$ cat config.mk
export PLATFORM = sky130hd
export DESIGN_NAME = sn74_counter_flat
export DESIGN_NICKNAME = d
export VERILOG_FILES = /design/src/rtl/sn74_counter_if.sv /design/src/rtl/sn74_counter.sv /design/src/flat_wrapper.sv
export SDC_FILE = /design/constraint.sdc
export NUM_CORES = 1
export LEC_CHECK = 0
export BUFFER_PORTS_ARGS = -buffer_cell sky130_fd_sc_hd__buf_2
export CAP_MARGIN = 10
export CORE_AREA = 2 2 39 41
export CTS_CLUSTER_DIAMETER = 40
export DETAILED_ROUTE_END_ITERATION = 8
export DIE_AREA = 0 0 41 43
export PLACE_DENSITY = 0.4
export SLEW_MARGIN = 0
export SYNTH_ARGS = -nofsm -noshare
export SYNTH_HDL_FRONTEND = slang
export SYNTH_SLANG_ARGS = --single-unit
$ cat constraint.sdc
create_clock -name clock -period 0.9 [get_ports clock]
set_input_delay 0.045 -clock clock [delete_from_list [all_inputs] [get_ports clock]]
set_output_delay 0.045 -clock clock [all_outputs]
set_load 0.005 [all_outputs]
$ cat src/rtl/sn74_counter_if.sv
// Control/data bundle for the sn74_counter: load/clear/enable controls in, count value and carry out.
interface sn74_counter_if #(
  parameter int unsigned WIDTH = 4
);
  logic             clrb;
  logic             loadb;
  logic [WIDTH-1:0] d;
  logic             enp;
  logic             ent;
  logic             up_dn;
  logic [WIDTH-1:0] q;
  logic             rco;

  modport master (output clrb, loadb, d, enp, ent, up_dn, input q, rco);
  modport slave  (input clrb, loadb, d, enp, ent, up_dn, output q, rco);
endinterface

$ cat src/rtl/sn74_counter.sv
// 74xx161/169-style synchronous counter (clear > load > count > hold) with combinational ripple carry.
// Optional up/down counting is enabled by defining SN74_COUNTER_UPDN_EN; WIDTH must be 2..16.
module sn74_counter #(
  parameter int unsigned WIDTH     = 4,
  parameter int unsigned RESET_VAL = 0
) (
  input  logic           clock,
  input  logic           reset,
  input  logic           vss,
  input  logic           vdd,
  sn74_counter_if.slave  bus
);

  logic [WIDTH-1:0] q_q;
  logic [WIDTH-1:0] q_d;
  logic             count_up;
  logic             tc;

`ifdef SN74_COUNTER_UPDN_EN
  assign count_up = bus.up_dn;
  wire   unused_pins = &{1'b0, vss, vdd};
`else
  // Direction pin kept for pin compatibility; this build only counts up.
  assign count_up = 1'b1;
  wire   unused_pins = &{1'b0, vss, vdd, bus.up_dn};
`endif

  // Next-state selection in edge priority order.
  always_comb begin
    q_d = q_q;
    if (!bus.clrb) begin
      q_d = '0;
    end else if (!bus.loadb) begin
      q_d = bus.d;
    end else if (bus.enp && bus.ent) begin
      q_d = count_up ? (q_q + WIDTH'(1)) : (q_q - WIDTH'(1));
    end
  end

  always_ff @(posedge clock or posedge reset) begin
    if (reset) begin
      q_q <= WIDTH'(RESET_VAL);
    end else begin
      q_q <= q_d;
    end
  end

  // Carry looks at the present count only, so cascaded stages see it within the same cycle.
  assign tc      = count_up ? (q_q == '1) : (q_q == '0);
  assign bus.rco = bus.ent & tc;
  assign bus.q   = q_q;

endmodule

$ cat src/flat_wrapper.sv
// flat-port wrapper written by rule: the top's interface ports become plain ports
module sn74_counter_flat 
#(
  parameter int unsigned WIDTH     = 4,
  parameter int unsigned RESET_VAL = 0
)
  (clock, reset, vss, vdd, bus_clrb, bus_loadb, bus_d, bus_enp, bus_ent, bus_up_dn, bus_q, bus_rco);
  sn74_counter_if #(.WIDTH(WIDTH)) bus_i ();
  input  logic clock;
  input  logic reset;
  input  logic vss;
  input  logic vdd;
  input wire logic [$bits(bus_i.clrb)-1:0] bus_clrb;
  input wire logic [$bits(bus_i.loadb)-1:0] bus_loadb;
  input wire logic [$bits(bus_i.d)-1:0] bus_d;
  input wire logic [$bits(bus_i.enp)-1:0] bus_enp;
  input wire logic [$bits(bus_i.ent)-1:0] bus_ent;
  input wire logic [$bits(bus_i.up_dn)-1:0] bus_up_dn;
  output wire logic [$bits(bus_i.q)-1:0] bus_q;
  output wire logic [$bits(bus_i.rco)-1:0] bus_rco;
  assign bus_i.clrb = bus_clrb;
  assign bus_i.loadb = bus_loadb;
  assign bus_i.d = bus_d;
  assign bus_i.enp = bus_enp;
  assign bus_i.ent = bus_ent;
  assign bus_i.up_dn = bus_up_dn;
  assign bus_q = bus_i.q;
  assign bus_rco = bus_i.rco;
  sn74_counter #(.WIDTH(WIDTH), .RESET_VAL(RESET_VAL)) u_core (.clock(clock), .reset(reset), .vss(vss), .vdd(vdd), .bus(bus_i));
endmodule
Yosys cells after proc, flatten, opt, wreduce, memory -nomap -nowiden
Cells that the tools add are included.
{ "word_totals": {"elab_cells": 9, "in_bits": 13, "out_inout_bits": 5, "ff_bits": 4} }
{ "classes": {"n_mux": 3, "bitwise": 1, "eq_ne": 2, "addsub": 1, "n_reduce_logical": 1} }
{ "op_table": {"columns": ["cell", "count"], "rows": [
  ["$mux 4", 3],
  ["$add 4x1->4 const B", 1],
  ["$eq 4x4->1 const B", 1],
  ["$ne 3x2->1 const B", 1],
  ["$and 1x1->1", 1],
  ["$logic_and 1x1->1", 1]
]} }

Depth between registers and ports, before layout
Gate-level depths: netlist of run 1.
{ "depth": {"depth_word": 4, "ltp_mapped": 4, "ltp_nobuf": 4} }

Least setup slack after synthesis of run 1
OpenSTA, ideal clock, no wires.
{ "synth_timing": {"path_kind": "flip-flop to flip-flop", "from": "register u_core.q_q[0] (netlist: u_core.bus.q[0])", "to": "register u_core.q_q[1] (netlist: u_core.bus.q[1])", "t_required_ns": 0.801, "t_arrival_ns": 0.973, "setup_ns": 0.099, "stages_incl_launch_ff": 4, "slack_ns": -0.172, "cell_sequence": "dfrtp_1 -> ha_1 -> nand3_1 -> a311oi_1"} }
{ "synth_between": {"elab_chain_len": 4} }
{ "synth_lines": {"columns": ["item", "line_no", "text"], "rows": [
  ["start, declared", "sn74_counter.sv:14", "logic [WIDTH-1:0] q_q;"],
  ["start signal, assigned", "sn74_counter.sv:42", "q_q <= WIDTH'(RESET_VAL);"],
  ["start signal, assigned", "sn74_counter.sv:44", "q_q <= q_d;"],
  ["$add 4x1->4", "sn74_counter.sv:36", "q_d = count_up ? (q_q + WIDTH'(1)) : (q_q - WIDTH'(1));"],
  ["$mux 4", "sn74_counter.sv:35", "end else if (bus.enp && bus.ent) begin"],
  ["$mux 4", "sn74_counter.sv:33", "end else if (!bus.loadb) begin"],
  ["$mux 4", "sn74_counter.sv:31", "if (!bus.clrb) begin"]
]} }
No other way between the ends. The select of a mux whose other input is x is not followed.
A chain may end at the register's enable or synchronous reset.

Worst setup path after layout of run 1
{ "layout_timing": {"from": "register u_core.q_q[0] (netlist: u_core.bus.q[0])", "to": "output port bus_rco"} }
{ "layout_between": {"elab_chain_len": 2} }
{ "layout_lines": {"columns": ["item", "line_no", "text"], "rows": [
  ["$eq 4x4->1", "sn74_counter.sv:49", "assign tc = count_up ? (q_q == '1) : (q_q == '0);"],
  ["$and 1x1->1", "sn74_counter.sv:50", "assign bus.rco = bus.ent & tc;"],
  ["end, declared", "flat_wrapper.sv:20", "output wire logic [$bits(bus_i.rco)-1:0] bus_rco;"]
]} }
No other way between the ends.

==> reports/qor.txt, run 1 <==
Crit-path max FO: 2
Global-route wire length before repair: 1080 um
Highest routed layer: met3
DRC viols: 0
Cell count after placement: 58
Final non-filler cell total: 64
Routed metal-1 wirelength: 306 um
Vias in the first global route: 242
CP Capture Type: output port
Max VDD drop: 0.575 mV
Min Hold Slack: 0.0755 ns
Post-DR vias/cell: 4.31
Met2 wire length: 333 um
RSZ-0062 raised after global routing: yes
Highest clock rate: 0.900 GHz
CP max stage delay: 0.36 ns
Quantity of I/O buffers inserted on ports: 14
Mapped Avg Cell Area: 9.16 um2
Maxcap violations: 0
Setup_tns: -0.887 ns
Critical Path RT: 0.85 ns
Die width: 41 um
Seq/Total Area, Yosys: 43.7%
Leading cell type in the layout, fill and taps excluded: buf_2
Layout Nets: 64
Vias: 276
Min cycle time layout: 1.11 ns
Share of layout cells above drive strength 1: 56.3%
Cell area after synthesis: 229 um2
Failing checks: setup timing
Antenna violations before repair: 0
Post-synthesis cell count: 25
Relative slew slack: 86.9%
TritonCTS clock tree: built
Std-Cell Rows: 14
Yosys warns: 0
Global route overflow: 0
Worst slew pin tran: 0.195 ns
Commonest non-fill, non-tap cells in the layout: 11 x buf_2, 6 x buf_6, 4 x dfrtp_1
Clk_lat worst skew: 0.24 ns
Synthesis-to-layout area growth: 89.1%
Clock skew: 0.00549 ns
Yosys reg bits: 4
Pwr dens: 1320 nW/um2
Met3 wire len: 68 um
Core ar.: 1380 um2
Clock slew at reported path FFs: 0.04 ns
Maximum clock path buffer count: 2
Period utilization: 124%
Post-synth net total: 39
Pre-CTS setup slack: -0.186 ns
DR iter-0 viols: 3
CTS sink cnt: 4
Status: finished with violations
Die Y-Extent: 43 um
Leakage power: 0.208 nW
Final setup margin: -0.212 ns
Antenna Cells: 0
Crit path arrival time: 1.07 ns
Crit start category: flop
Max reg flops: 4
Initial Util: 16.5%
Post-synth cell types: 15
Largest net degree at the start of global routing: 9
Hold Path Class: in -> reg
Final Hold Viols: 0
Final setup viols: 8
Clock root cell: clkbuf_4
Top Ports: 18
WS Path Type: reg -> out
Inserted Clock Buffers: 3
Total wire length: 708 um
Clock H-tree levels: 1
Die area: 1760 um2
Count of final max-slew check failures: 0
First drt pass iteration count: 4
Slowest-stage cell, CP: dfrtp_1
Detailed Place HPWL: 532 um
WL/cell: 11.1 um
GPL Wtd Cong: 0.634
Total track usage: 9.57%
CP cell instances: ha_2 -> and4_4 -> buf_6
Final ANT Viol Nets: 0
[where the power goes]
group / internal [mW] / total (mW) / switching [mW]
clock: 0.149 / 0.227 / 0.0771
sequential: 0.194 / 0.203 / 0.00932
combinational: 0.0785 / 0.139 / 0.0609
[path summary, 6_finish.rpt]
check / start / to / slack [ns] / cells past startpoint
max: u_core.bus.q[0] / bus_rco / -0.21 / 3
min: bus_d[1] / u_core.bus.q[1] / 0.08 / 3
max reg2reg: u_core.bus.q[1] / u_core.bus.q[3] / -0.18 / 4
min reg2reg: u_core.bus.q[3] / u_core.bus.q[3] / 0.56 / 2
max in group asynchronous: reset / u_core.bus.q[0] / 0.50 / 3
min in group asynchronous: reset / u_core.bus.q[2] / 0.23 / 3
[worst max-delay path, delay by kind of cell (launching register included)]
kind                     cells  cell delay, ns
buffers and inverters        1            0.09
AND/OR/NAND/NOR              1            0.20
adder cells (fa/ha/maj)      1            0.18
flip-flops                   1            0.36
[synthesized netlist by cell type]
| cell type | n | area (um2) |
|---|---|---|
| nand2_2 | 1 | 6.26 |
| ha_1 | 1 | 12.5 |
| or3_1 | 1 | 6.26 |
| o21ai_0 | 3 | 15.0 |
| inv_1 | 2 | 7.51 |
| nand3_1 | 3 | 15.0 |
| a311oi_1 | 1 | 8.76 |
| a211oi_1 | 1 | 7.51 |
| a21oi_1 | 1 | 5.00 |
| dfrtp_1 | 4 | 100 |
| a31oi_1 | 1 | 6.26 |
| nor2_1 | 2 | 7.51 |
| and4_2 | 1 | 10.0 |
| nand2_1 | 1 | 3.75 |
| xor2_1 | 2 | 17.5 |
[cells by family after synthesis]
logic type	Yosys count	share of synthesized area, %
buffers and inverters	2	3.28
DFF	4	43.7
AOI/OAI and AO/OA	7	18.6
xor gates and xnor gates	2	7.65
adders and majority gates	1	5.46
and+or+nand+nor	9	21.3
[per-stage QoR]
stage / area (um2) / power, mW / utilization, %
after floorplan: 229 / 0.242 / -
after global placement: 342 / 0.306 / 24.7
after detailed placement: 342 / 0.307 / 24.7
after CTS: 417 / 0.572 / 30.1
after global routing: 433 / 0.604 / 31.3
final: 433 / 0.569 / 31.3
[per-layer routing]
metal	vias up	track usage, %
met5	-	0
met4	0	4.00
met3	0	4.71
met2	14	13.4
met1	122	12.0
li1	140	-
[area by class of cell]
class	instances	area (um2)
Tap cell	16	20.0
Multi-Input combinational cell	19	135
Fill cell	148	951
Sequential cell	4	100
Clock buffer	3	22.5
Timing Repair Buffer	20	148
Inverter	2	7.51
[timing repair]
action,4_1_cts,5_1_grt
endpoints found under the setup margin,7,9
pin swaps,7,0
gates resized for setup,7,3
setup buffers,2,0
hold endpoints to repair,4,0
hold buffers,1,0
Power figures use the tool's default switching activity.
==> run 2: changes to the inputs <==
Settings changed: PLACE_DENSITY 0.4 to not set.
==> reports/qor.txt, run 2 (same netlist as run 1, synthesis figures left out) <==
Status: finished with violations
Failing checks: setup timing
DR iter-0 viols: 4
Clock slew at reported path FFs: 0.04 ns
Relative slew slack: 86.2%
Share of power burned in registers: 35.6%
Top Ports: 18
Reg-to-Reg End: u_core.bus.q[1]
Crit-path max FO: 2
Tot Pwr: 0.570 mW
Final Cell Area: 459 um2
Commonest non-fill, non-tap cells in the layout: 11 x buf_2, 5 x buf_6, 5 x buf_4
DRC viols: 0
Leading cell type in the layout, fill and taps excluded: buf_2
Clock power share: 37.9%
Final setup margin: -0.229 ns
Clock skew: 0.00251 ns
Max VDD drop: 0.509 mV
Highest clock rate: 0.886 GHz
Vias in the first global route: 279
Count of final max-slew check failures: 0
Hold wc startpoint: bus_clrb
Max reg flops: 4
Worst r2r src: u_core.bus.q[0]
Layout Nets: 66
Final setup viols: 8
Detailed Place HPWL: 463 um
Post-DR vias/cell: 4.12
Pwr dens: 1240 nW/um2
Gate power share: 26.6%
Antenna Cells: 0
Inserted Clock Buffers: 3
Critical Path RT: 0.85 ns
Min cycle time layout: 1.13 ns
Total wire length: 682 um
Hold Path Class: in -> reg
Period utilization: 125%
First drt pass iteration count: 2
Worst slew pin tran: 0.205 ns
Maxcap violations: 0
Antenna violations before repair: 0
Die width: 41 um
Global route overflow: 0
Final core utilization: 33.2%
GPL Wtd Cong: 0.702
Maximum clock path buffer count: 2
Global-route wire length before repair: 1020 um
Final ANT Viol Nets: 0
Std-Cell Rows: 14
Core ar.: 1380 um2
TritonCTS clock tree: built
R2R cell count: 3
Switching share of power: 24.7%
Clock H-tree levels: 1
Sw Pwr: 0.141 mW
Largest net degree at the start of global routing: 9
RSZ-0062 raised after global routing: yes
Die Y-Extent: 43 um
Min Hold Slack: 0.0676 ns
CP Capture Type: output port
Area of the multi-input gates: 150 um2
DP Area: 349 um2
Crit start category: flop
Storage element area: 100 um2
Quantity of I/O buffers inserted on ports: 14
Die area: 1760 um2
Clock root cell: clkbuf_4
WS Path Type: reg -> out
P_int: 0.429 mW
Final Hold Viols: 0
Initial Util: 16.5%
Hold Path Stages: 3
Synthesis-to-layout area growth: 101%
Vias: 272
Leakage power: 0.222 nW
Hold EP: u_core.bus.q[2]
Share of layout cells above drive strength 1: 62.0%
Crit path arrival time: 1.08 ns
Fill cell count: 160
CTS sink cnt: 4
Total track usage: 9.27%
R2R Setup Slk: -0.20 ns
WL/cell: 10.3 um
Clk_lat worst skew: 0.23 ns
run 2: power groups by stage:
stage	combinational, mW	sequential [mW]	clock [mW]
after floorplan	0.0328	0.210	0
after global placement	0.104	0.204	0
after detailed placement	0.105	0.205	0
after CTS	0.128	0.201	0.233
after global routing	0.169	0.205	0.238
final	0.151	0.203	0.216
run 2: through the flow:
step,setup slack (ns),instances,TNS [ns]
finish,-0.229,66,-1.19
global route,-0.278,66,-1.62
CTS,-0.199,66,-1.13
detailed placement,-0.163,59,-0.571
global placement,-0.170,59,-0.523
floorplan,-0.117,25,-0.326
run 2: worst max-delay path, cell delays in order (launching register included):
cell and delay (ns):
dfrtp_1 0.37, ha_2 0.20, and4_4 0.20, buf_6 0.09
run 2: worst max-delay path by stage:
| stage | endpoint | cells past startpoint | startpoint | slack, ns |
|---|---|---|---|---|
| final | bus_rco | 3 | u_core.bus.q[0] | -0.23 |
| after global routing | u_core.bus.q[3] | 4 | u_core.bus.q[1] | -0.28 |
| after CTS | bus_rco | 3 | u_core.bus.q[0] | -0.20 |
| after detailed placement | u_core.bus.q[2] | 4 | u_core.bus.q[1] | -0.16 |
| after global placement | u_core.bus.q[2] | 4 | u_core.bus.q[1] | -0.17 |
| after floorplan | u_core.bus.q[2] | 4 | u_core.bus.q[1] | -0.12 |
run 2: layout make-up:
type	instances	area share [%]
repair buffers	22	34.6
multi-input cells	19	32.7
flip-flops and latches	4	21.8
clock buffers	3	4.90
well taps	16	4.36
inverters	2	1.63
run 2: repair_timing:
item / 4_1_cts / 5_1_grt
setup endpoints to repair: 8 / 9
buffers inserted: 3 / 0
resized for setup: 4 / 7
endpoints found under the hold margin: 4 / 0
hold buffers: 1 / 0
pin swaps: 5 / 6
run 2: routing by layer:
| metal | wire (um) | share of wire (%) | vias to the layer above | GRT usage, % |
|---|---|---|---|---|
| met5 | 0 | 0 | - | 0 |
| met4 | 0 | 0 | 0 | 8.00 |
| met3 | 70 | 10 | 0 | 4.71 |
| met2 | 312 | 46 | 14 | 10.6 |
| met1 | 298 | 44 | 119 | 12.1 |
| li1 | - | - | 139 | - |
==> run 3: changes to the inputs <==
Clock period 0.9 ns to 1.2 ns, I/O delays scaled along.
==> reports/qor.txt, run 3 (same netlist as run 1, synthesis figures left out) <==
GPL Wtd Cong: 0.607
Fill cell count: 163
Status: complete, no violations
Largest net degree at the start of global routing: 9
Final Hold Viols: 0
Vias: 249
Crit path arrival time: 1.28 ns
Layout Nets: 61
Hold Path Stages: 3
Relative slew slack: 84.0%
Leading cell type in the layout, fill and taps excluded: buf_2
Die Y-Extent: 43 um
DRC viols: 0
Std-Cell Rows: 14
Core ar.: 1380 um2
Maximum clock path buffer count: 2
Min cycle time layout: 1.16 ns
Die width: 41 um
Clk_lat worst skew: 0.23 ns
Max VDD drop: 0.345 mV
Synthesis-to-layout area growth: 61.7%
Global route overflow: 0
Clock slew at reported path FFs: 0.03 ns
Highest clock rate: 0.862 GHz
Final setup viols: 0
Pwr dens: 1040 nW/um2
Crit-path max FO: 2
Hold Path Class: in -> reg
Setup_tns: 0 ns
Period utilization: 96.7%
Top Ports: 18
Inserted Clock Buffers: 3
Share of layout cells above drive strength 1: 48.9%
TritonCTS clock tree: built
Antenna violations before repair: 0
Vias in the first global route: 217
Clock skew: 0.000960 ns
Crit start category: flop
Total track usage: 7.55%
Quantity of I/O buffers inserted on ports: 14
Antenna Cells: 0
CP Capture Type: flop
Initial Util: 16.5%
First drt pass iteration count: 1
Post-DR vias/cell: 4.08
R2R cell count: 3
Max reg flops: 4
Die area: 1760 um2
Commonest non-fill, non-tap cells in the layout: 14 x buf_2, 4 x dfrtp_1, 3 x nand3_1, 3 x o21ai_0, 3 x clkbuf_4
Final ANT Viol Nets: 0
Global-route wire length before repair: 834 um
WL/cell: 8.90 um
Final core utilization: 26.8%
Maxcap violations: 0
Count of final max-slew check failures: 0
Critical Path RT: 1.32 ns
Total wire length: 543 um
CTS sink cnt: 4
WS Path Type: reg -> reg
Clock root cell: clkbuf_4
Clock H-tree levels: 1
Detailed Place HPWL: 452 um
Leakage power: 0.188 nW
DR iter-0 viols: 0
Worst slew pin tran: 0.238 ns
RSZ-0062 raised after global routing: yes
[run 3: cell count changes in the layout (fill, tap and decap cells not counted), moves of 2 or more]
cell / previous run / this run
buf_6: 5 / 0
buf_2: 11 / 14
buf_4: 5 / 2
xor2_1: 0 / 2
xor2_2: 2 / 0
[run 3: final cells by class]
class	count	area, um2	share of cell area (%)
multi-input combinational	19	125	33.8
sequential	4	100	27.0
timing repair buffer	17	95.1	25.7
clock buffer	3	22.5	6.08
tap	16	20.0	5.41
inverter	2	7.51	2.03
[run 3: critical path: stages (launching register included)]
cell	delay, ns
dfrtp_1	0.37
ha_2	0.31
nand3_1	0.09
a311oi_1	0.28
[run 3: final timing paths]
| path | from | end | slack [ns] |
|---|---|---|---|
| worst max-delay path | u_core.bus.q[0] | u_core.bus.q[1] | 0.04 |
| worst min-delay path | bus_clrb | u_core.bus.q[2] | 0.08 |
| worst max register to register | u_core.bus.q[0] | u_core.bus.q[1] | 0.04 |
| worst min register to register | u_core.bus.q[3] | u_core.bus.q[3] | 0.62 |
| max in group asynchronous | reset | u_core.bus.q[2] | 0.80 |
| min in group asynchronous | reset | u_core.bus.q[0] | 0.26 |
[run 3: power by group]
group	leakage, nW	internal, mW	switching (mW)
registers	0.0518	0.146	0.00763
logic	0.122	0.0386	0.0349
clock network	0.0138	0.111	0.0477
total	0.188	0.296	0.0903
[run 3: through the flow]
step	setup WS (ns)	cells	area [um2]	hold WS [ns]	power, mW
finish	0.0397	61	370	0.0817	0.386
global route	-0.0111	61	370	0.0845	0.414
CTS	0.0108	61	369	0.0761	0.393
detailed placement	0.0383	55	319	-0.0504	0.218
global placement	0.0728	55	319	-0.0578	0.216
floorplan	0.128	25	229	-0.174	0.182
[run 3: repair_timing]
action                                 4_1_cts  5_1_grt
pin swaps                                    0        1
endpoints found under the hold margin        4        0
buffers inserted                             2        0
gates resized for setup                      1        1
hold buffers                                 1        0
setup endpoints to repair                    1        2
[run 3: metal layers]
| layer | share of wire (%) | routed length, um | GRT usage, % |
|---|---|---|---|
| met3 | 15 | 83 | 4.71 |
| met2 | 35 | 189 | 7.81 |
| met5 | 0 | 0 | 0 |
| met4 | 0 | 0 | 4.00 |
| met1 | 50 | 270 | 11.4 |
